**src/rtl/data_memory_ctrl_pkg.sv**
```systemverilog
// Shared definitions for the MEM-stage data memory: size encodings, FSM states,
// and the request bounds check.
package data_mem_pkg;

  localparam logic [1:0] SZ_BYTE_U = 2'b00;
  localparam logic [1:0] SZ_BYTE_S = 2'b01;
  localparam logic [1:0] SZ_HALF   = 2'b10;
  localparam logic [1:0] SZ_RSVD   = 2'b11;

  typedef enum logic [2:0] {
    INIT,
    IDLE,
    LO,
    HI,
    RESP
  } state_t;

  // A halfword must have both bytes inside the array; nothing wraps around.
  function automatic logic bounds_err(input logic [1:0]  size,
                                      input logic [31:0] addr,
                                      input int unsigned depth);
    logic [32:0] last;
    last = {1'b0, addr} + ((size == SZ_HALF) ? 33'd1 : 33'd0);
    return (size == SZ_RSVD) || (last >= 33'(depth));
  endfunction

endpackage

```
**src/rtl/data_memory_ctrl_if.sv**
```systemverilog
// Request/response handshake bundle between the pipeline and the data memory.
interface data_memory_ctrl_if #(
  parameter int DATA_W = 16,
  parameter int ADDR_W = 16
) ();

  logic              req_valid;
  logic              req_ready;
  logic              req_we;
  logic [1:0]        req_size;
  logic [ADDR_W-1:0] req_addr;
  logic [DATA_W-1:0] req_wdata;
  logic              rsp_valid;
  logic              rsp_ready;
  logic [DATA_W-1:0] rsp_rdata;
  logic              rsp_err;

  modport master (
    output req_valid, req_we, req_size, req_addr, req_wdata, rsp_ready,
    input  req_ready, rsp_valid, rsp_rdata, rsp_err
  );

  modport slave (
    input  req_valid, req_we, req_size, req_addr, req_wdata, rsp_ready,
    output req_ready, rsp_valid, rsp_rdata, rsp_err
  );

endinterface

```
**src/rtl/data_memory_ctrl_byte_ram.sv**
```systemverilog
// Byte-wide storage: synchronous write, combinational read so the controller
// can sample the addressed byte at the end of the same cycle.
module byte_ram #(
  parameter int DEPTH = 256
) (
  input  logic                     clk,
  input  logic                     we,
  input  logic [$clog2(DEPTH)-1:0] addr,
  input  logic [7:0]               wdata,
  output logic [7:0]               rdata
);

  logic [7:0] mem_q [DEPTH];

  always_ff @(posedge clk) begin
    if (we) begin
      mem_q[addr] <= wdata;
    end
  end

  assign rdata = mem_q[addr];

endmodule

```
**src/rtl/data_memory_ctrl.sv**
```systemverilog
// Handshaked MEM-stage data memory: clears the array after reset, then serves
// one byte or little-endian halfword request at a time with bounds checking.
module data_memory_ctrl
  import data_mem_pkg::*;
#(
  parameter int DATA_W = 16,
  parameter int ADDR_W = 16,
  parameter int DEPTH  = 256
) (
  input logic          clk,
  input logic          reset,
  data_memory_ctrl_if.slave bus
);

  localparam int AW = $clog2(DEPTH);

  state_t            state_q, state_d;
  logic [AW-1:0]     sweep_q;
  logic              we_q;
  logic [1:0]        size_q;
  logic [AW-1:0]     addr_q;
  logic [DATA_W-1:0] wdata_q;
  logic              err_q;
  logic [7:0]        lo_q, hi_q;

  logic              accept;
  logic              req_err;
  logic              ram_we;
  logic [AW-1:0]     ram_addr;
  logic [7:0]        ram_wdata;
  logic [7:0]        ram_rdata;

  assign accept  = (state_q == IDLE) && bus.req_valid;
  assign req_err = bounds_err(bus.req_size, 32'(bus.req_addr), DEPTH);

  always_ff @(posedge clk) begin
    if (reset) begin
      state_q <= INIT;
    end else begin
      state_q <= state_d;
    end
  end

  always_comb begin
    state_d = state_q;
    case (state_q)
      INIT: if (sweep_q == AW'(DEPTH - 1)) state_d = IDLE;
      IDLE: if (accept) state_d = req_err ? RESP : LO;
      LO:   state_d = (size_q == SZ_HALF) ? HI : RESP;
      HI:   state_d = RESP;
      RESP: if (bus.rsp_ready) state_d = IDLE;
      default: state_d = INIT;
    endcase
  end

  always_ff @(posedge clk) begin
    if (reset) begin
      sweep_q <= '0;
      we_q    <= 1'b0;
      size_q  <= SZ_BYTE_U;
      addr_q  <= '0;
      wdata_q <= '0;
      err_q   <= 1'b0;
      lo_q    <= 8'h00;
      hi_q    <= 8'h00;
    end else begin
      if (state_q == INIT) begin
        sweep_q <= sweep_q + AW'(1);
      end
      if (accept) begin
        we_q    <= bus.req_we;
        size_q  <= bus.req_size;
        addr_q  <= bus.req_addr[AW-1:0];
        wdata_q <= bus.req_wdata;
        err_q   <= req_err;
        lo_q    <= 8'h00;
        hi_q    <= 8'h00;
      end
      if (state_q == LO && !we_q) lo_q <= ram_rdata;
      if (state_q == HI && !we_q) hi_q <= ram_rdata;
    end
  end

  always_comb begin
    bus.req_ready = (state_q == IDLE);
    bus.rsp_valid = (state_q == RESP);
    bus.rsp_err   = 1'b0;
    bus.rsp_rdata = '0;
    ram_we        = 1'b0;
    ram_addr      = addr_q;
    ram_wdata     = 8'h00;
    case (state_q)
      INIT: begin
        ram_we   = 1'b1;
        ram_addr = sweep_q;
      end
      LO: begin
        ram_we    = we_q;
        ram_wdata = wdata_q[7:0];
      end
      HI: begin
        ram_we    = we_q;
        ram_addr  = addr_q + AW'(1);
        ram_wdata = wdata_q[15:8];
      end
      RESP: begin
        bus.rsp_err = err_q;
        // Stores and rejected requests always answer with zero data.
        if (!err_q && !we_q) begin
          case (size_q)
            SZ_BYTE_U: bus.rsp_rdata = {8'h00, lo_q};
            SZ_BYTE_S: bus.rsp_rdata = {{8{lo_q[7]}}, lo_q};
            default:   bus.rsp_rdata = {hi_q, lo_q};
          endcase
        end
      end
      default: ;
    endcase
  end

  byte_ram #(.DEPTH(DEPTH)) u_ram (
    .clk   (clk),
    .we    (ram_we),
    .addr  (ram_addr),
    .wdata (ram_wdata),
    .rdata (ram_rdata)
  );

endmodule

```
**src/flat_wrapper.sv**
```systemverilog
// flat-port wrapper written by rule: the top's interface ports become plain ports
module data_memory_ctrl_flat import data_mem_pkg::*;
#(
  parameter int DATA_W = 16,
  parameter int ADDR_W = 16,
  parameter int DEPTH  = 256
)
  (clk, reset, bus_req_valid, bus_req_we, bus_req_size, bus_req_addr, bus_req_wdata, bus_rsp_ready, bus_req_ready, bus_rsp_valid, bus_rsp_rdata, bus_rsp_err);
  data_memory_ctrl_if #(.DATA_W(DATA_W), .ADDR_W(ADDR_W)) bus_i ();
  input logic clk;
  input logic reset;
  input wire logic [$bits(bus_i.req_valid)-1:0] bus_req_valid;
  input wire logic [$bits(bus_i.req_we)-1:0] bus_req_we;
  input wire logic [$bits(bus_i.req_size)-1:0] bus_req_size;
  input wire logic [$bits(bus_i.req_addr)-1:0] bus_req_addr;
  input wire logic [$bits(bus_i.req_wdata)-1:0] bus_req_wdata;
  input wire logic [$bits(bus_i.rsp_ready)-1:0] bus_rsp_ready;
  output wire logic [$bits(bus_i.req_ready)-1:0] bus_req_ready;
  output wire logic [$bits(bus_i.rsp_valid)-1:0] bus_rsp_valid;
  output wire logic [$bits(bus_i.rsp_rdata)-1:0] bus_rsp_rdata;
  output wire logic [$bits(bus_i.rsp_err)-1:0] bus_rsp_err;
  assign bus_i.req_valid = bus_req_valid;
  assign bus_i.req_we = bus_req_we;
  assign bus_i.req_size = bus_req_size;
  assign bus_i.req_addr = bus_req_addr;
  assign bus_i.req_wdata = bus_req_wdata;
  assign bus_i.rsp_ready = bus_rsp_ready;
  assign bus_req_ready = bus_i.req_ready;
  assign bus_rsp_valid = bus_i.rsp_valid;
  assign bus_rsp_rdata = bus_i.rsp_rdata;
  assign bus_rsp_err = bus_i.rsp_err;
  data_memory_ctrl #(.DATA_W(DATA_W), .ADDR_W(ADDR_W), .DEPTH(DEPTH)) u_core (.clk(clk), .reset(reset), .bus(bus_i));
endmodule
```
**config.mk**
```make
export PLATFORM = sky130hd
export DESIGN_NAME = data_memory_ctrl_flat
export DESIGN_NICKNAME = d
export VERILOG_FILES = /design/src/rtl/data_memory_ctrl_pkg.sv /design/src/rtl/data_memory_ctrl_if.sv /design/src/rtl/data_memory_ctrl_byte_ram.sv /design/src/rtl/data_memory_ctrl.sv /design/src/flat_wrapper.sv
export SDC_FILE = /design/constraint.sdc
export NUM_CORES = 2
export LEC_CHECK = 0
export CORE_UTILIZATION = 40
export CTS_CLUSTER_DIAMETER = 120
export CTS_CLUSTER_SIZE = 24
export DETAILED_ROUTE_END_ITERATION = 7
export PLACE_DENSITY = 0.54
export SLEW_MARGIN = 10
export SYNTH_ARGS = -nofsm -noshare
export SYNTH_HDL_FRONTEND = slang
export SYNTH_SLANG_ARGS = --single-unit
```
**constraint.sdc**
```tcl
create_clock -name clk -period 13.5 [get_ports clk]
set_input_delay 2.7 -clock clk [delete_from_list [all_inputs] [get_ports clk]]
set_output_delay 2.7 -clock clk [all_outputs]
set_load 0.01 [all_outputs]
```
==> results_dict.tcl <==
set metrics [dict create \
    skew_ns 0.03885 \
    p_clk_share_pct 30.1 \
    yosysWarnings 0 \
    relSlewSlack_pct 10.43 \
    rows 169 \
    cts_setup_buffers 0 \
    switching_share_pct 23.76 \
    fin_setup_tns_ns 0 \
    synth-async-reset-ratio_pct 0 \
    worstMarginPinSlew_ns 1.326 \
    area_growth_pct 6.897 \
    intPower_w 0.008717 \
    sequentialPowerShare_pct 61.7 \
    ant_nets 0 \
    hold_violations 0 \
    dpl.hpwl_mm 150.7 \
    max_cap_violations 0 \
    slew_violations 0 \
    cts_tree "done" \
    fmax_ghz 0.1455 \
    gp_congestion 0.8165 \
    rsz0062_at_grt "no" \
    synth_edf_count 2048 \
    mostFrequentLayoutCells "2,048 x edfxtp_1, 804 x and3_1, 769 x a211oi_1, 379 x nand2_1, 274 x nor2_1" \
    min_path_type "flip-flop to flip-flop" \
    synth_cell_types 60 \
    min_period_ns 6.874 \
    syn_nets 6022 \
    finalPower_w 0.01143 \
    worstPathRequired_ns 14.19 \
    cp-start-kind "flip-flop" \
    cts_sinks 2103 \
    first_iter_violations 6701 \
    p_sw_w 0.002717 \
    core_um2 212900 \
    run_status "finished, final reports clean" \
    ys.flop_type "edfxtp_1" \
    grt_max_degree 192 \
    globalRouteOverflowTotal 0 \
    numCtsBuffers 98 \
    fp.dieW_um 465.8 \
    syn_avg_cell_area_um2 14.39 \
    via_per_inst 6.284 \
    r2r_setup_slack_ns 6.63 \
    endpoint_kind "flip-flop" \
    synth_area_leader_cell "edfxtp_1" \
    final_cells 8556 \
    synth.top_cell.area_share_pct 71.49 \
    num_vias 53770 \
    initial_core_util_pct 40.40 \
    layout_commonest_cell "edfxtp_1" \
    drive_gt1_share_pct 4.921 \
    place_inst 8406 \
    drc_errors 0 \
    crit_fanout 191 \
    fin_nets 5728 \
    cellPowerDensity_nw_per_um2 124.3 \
    cts_hold_buf 0 \
    grt_use_total_pct 24.08 \
    clkSlewWorstSetupHoldPaths_ns 0.10 \
    htree_levels 3 \
    clock_path_buffers 3 \
    finalCritPeriodShare_pct 50.92 \
    crit_arrival_ns 7.56 \
    synth_area_um2 86030 \
    fp.dieArea_um2 216900 \
    drtPass1Iterations 8 \
    synth_seq_cells 2103 \
    cts_resized 0 \
    comb_power_share_pct 8.2 \
    antenna_found_initial 26 \
    grt_pass1_wl_mm 382.1 \
    cts_root_buf "clkbuf_16" \
    clk_latency_ns 0.80 \
    worstSetupPathType "flip-flop to flip-flop" \
    wl_per_cell_um 31.34 \
    ir_drop_mv 0.1157 \
    routed_wirelength_mm 268.2 \
    ios 58 \
    yosysSeqAreaShare_pct 72.77 \
    die_y_um 465.8 \
    syn_inst 5979 \
    grt_pass1_vias 51040 \
    portBuffers 57 \
    leakagePower_nw 27.55 \
    synth_area_leaders "edfxtp_1 71%, a211oi_1 6.7%, and3_1 5.8%" \
    finalSetupViolCount 0 \
]
## layer usage
metal	global-route usage (%)	vias up	part of all wire (%)
met5	0	-	0.035
met4	7.571	12	3.3
met3	4.683	351	8.2
met2	36.93	2321	45
met1	34.49	27810	43
li1	-	23270	-
## power groups by stage
stage          registers, W  logic, W  clock network [W]
2_1_floorplan       0.00720  0.000596                  0
3_3_place_gp        0.00720  0.000933                  0
3_5_place_dp        0.00720  0.000934                  0
4_1_cts             0.00705  0.000937            0.00350
5_1_grt             0.00705   0.00100            0.00368
6_report            0.00705  0.000939            0.00344
## path summary, 6_finish.rpt
kind / from / endpoint / depth (start not counted)
worst max-delay path: u_core.state_q[0] / u_core.hi_q[5] / 13
worst min-delay path: u_core.wdata_q[3] / u_core.wdata_q[3] / 2
worst max register to register: u_core.state_q[0] / u_core.hi_q[5] / 13
worst min register to register: u_core.wdata_q[3] / u_core.wdata_q[3] / 2
## flip-flops by register name, summed over array words and instances (netlist names)
| signal | cells |
|---|---|
| u_core.u_ram.mem_q | 2048 |
| u_core.addr_q | 8 |
| u_core.err_q | 1 |
| u_core.sweep_q | 8 |
| u_core.we_q | 1 |
| u_core.state_q | 3 |
| u_core.wdata_q | 16 |
| u_core.size_q | 2 |
| u_core.lo_q | 8 |
| u_core.hi_q | 8 |
## cell type report
cell class | instances | area, um^2
Antenna cell | 4 | 10.01
Clock buffer | 139 | 2649
Clock inverter | 7 | 98.84
Fill cell | 18930 | 121000
Inverter | 10 | 37.54
Multi-Input combinational cell | 3292 | 21310
Sequential cell | 2103 | 62600
Tap cell | 2821 | 3530
Timing Repair Buffer | 180 | 1719
## logic make-up after synthesis
logic type | count (synthesis) | synth area share [%]
adders and majority gates | 4 | 0.05818
DFF | 2103 | 72.77
AOI/OAI and AO/OA | 1707 | 14.85
and+or+nand+nor | 1562 | 9.391
buffers and inverters | 584 | 2.714
xor gates and xnor gates | 5 | 0.05090
muxes | 14 | 0.1643
## Yosys cell counts, drive strengths merged (16+ instances only)
master and n:
nor2 289, nand2 398, o311ai 112, a41oi 23, clkbuf 458, a211oi 769, o31a 49, o21ai 72
a21boi 112, o41ai 25, a211o 70, o32a 35, buf 116, a311oi 70, a22o 16, o31ai 28
dfxtp 55, edfxtp 2048, and3 804, a31oi 36, o32ai 78, a21oi 195
## critical path, stage by stage, from the launching register on
cell and delay (ns):
dfxtp_1 0.37, buf_4 0.25, nor3_4 0.69, nand3b_1 0.45, buf_12 0.48, buf_4 0.88, a21boi_0 0.23, o311ai_1 0.43
o32ai_1 0.19, o31ai_1 1.01, a41oi_1 0.61, buf_4 0.34, nand4b_1 0.20, a22o_1 0.26
## metrics by stage
step | hold WS (ns) | setup WS, ns | instance area, um^2 | utilization [%]
floorplan | 0.4357 | 5.025 | 86030 | -
global placement | 0.4432 | 6.885 | 89190 | 41.88
detailed placement | 0.4494 | 6.808 | 89190 | 41.89
CTS | 0.4627 | 6.805 | 91940 | 43.18
global route | 0.4869 | 6.519 | 91950 | 43.18
finish | 0.4625 | 6.626 | 91960 | 43.19
No activity file was read; power rests on OpenSTA's default activity.
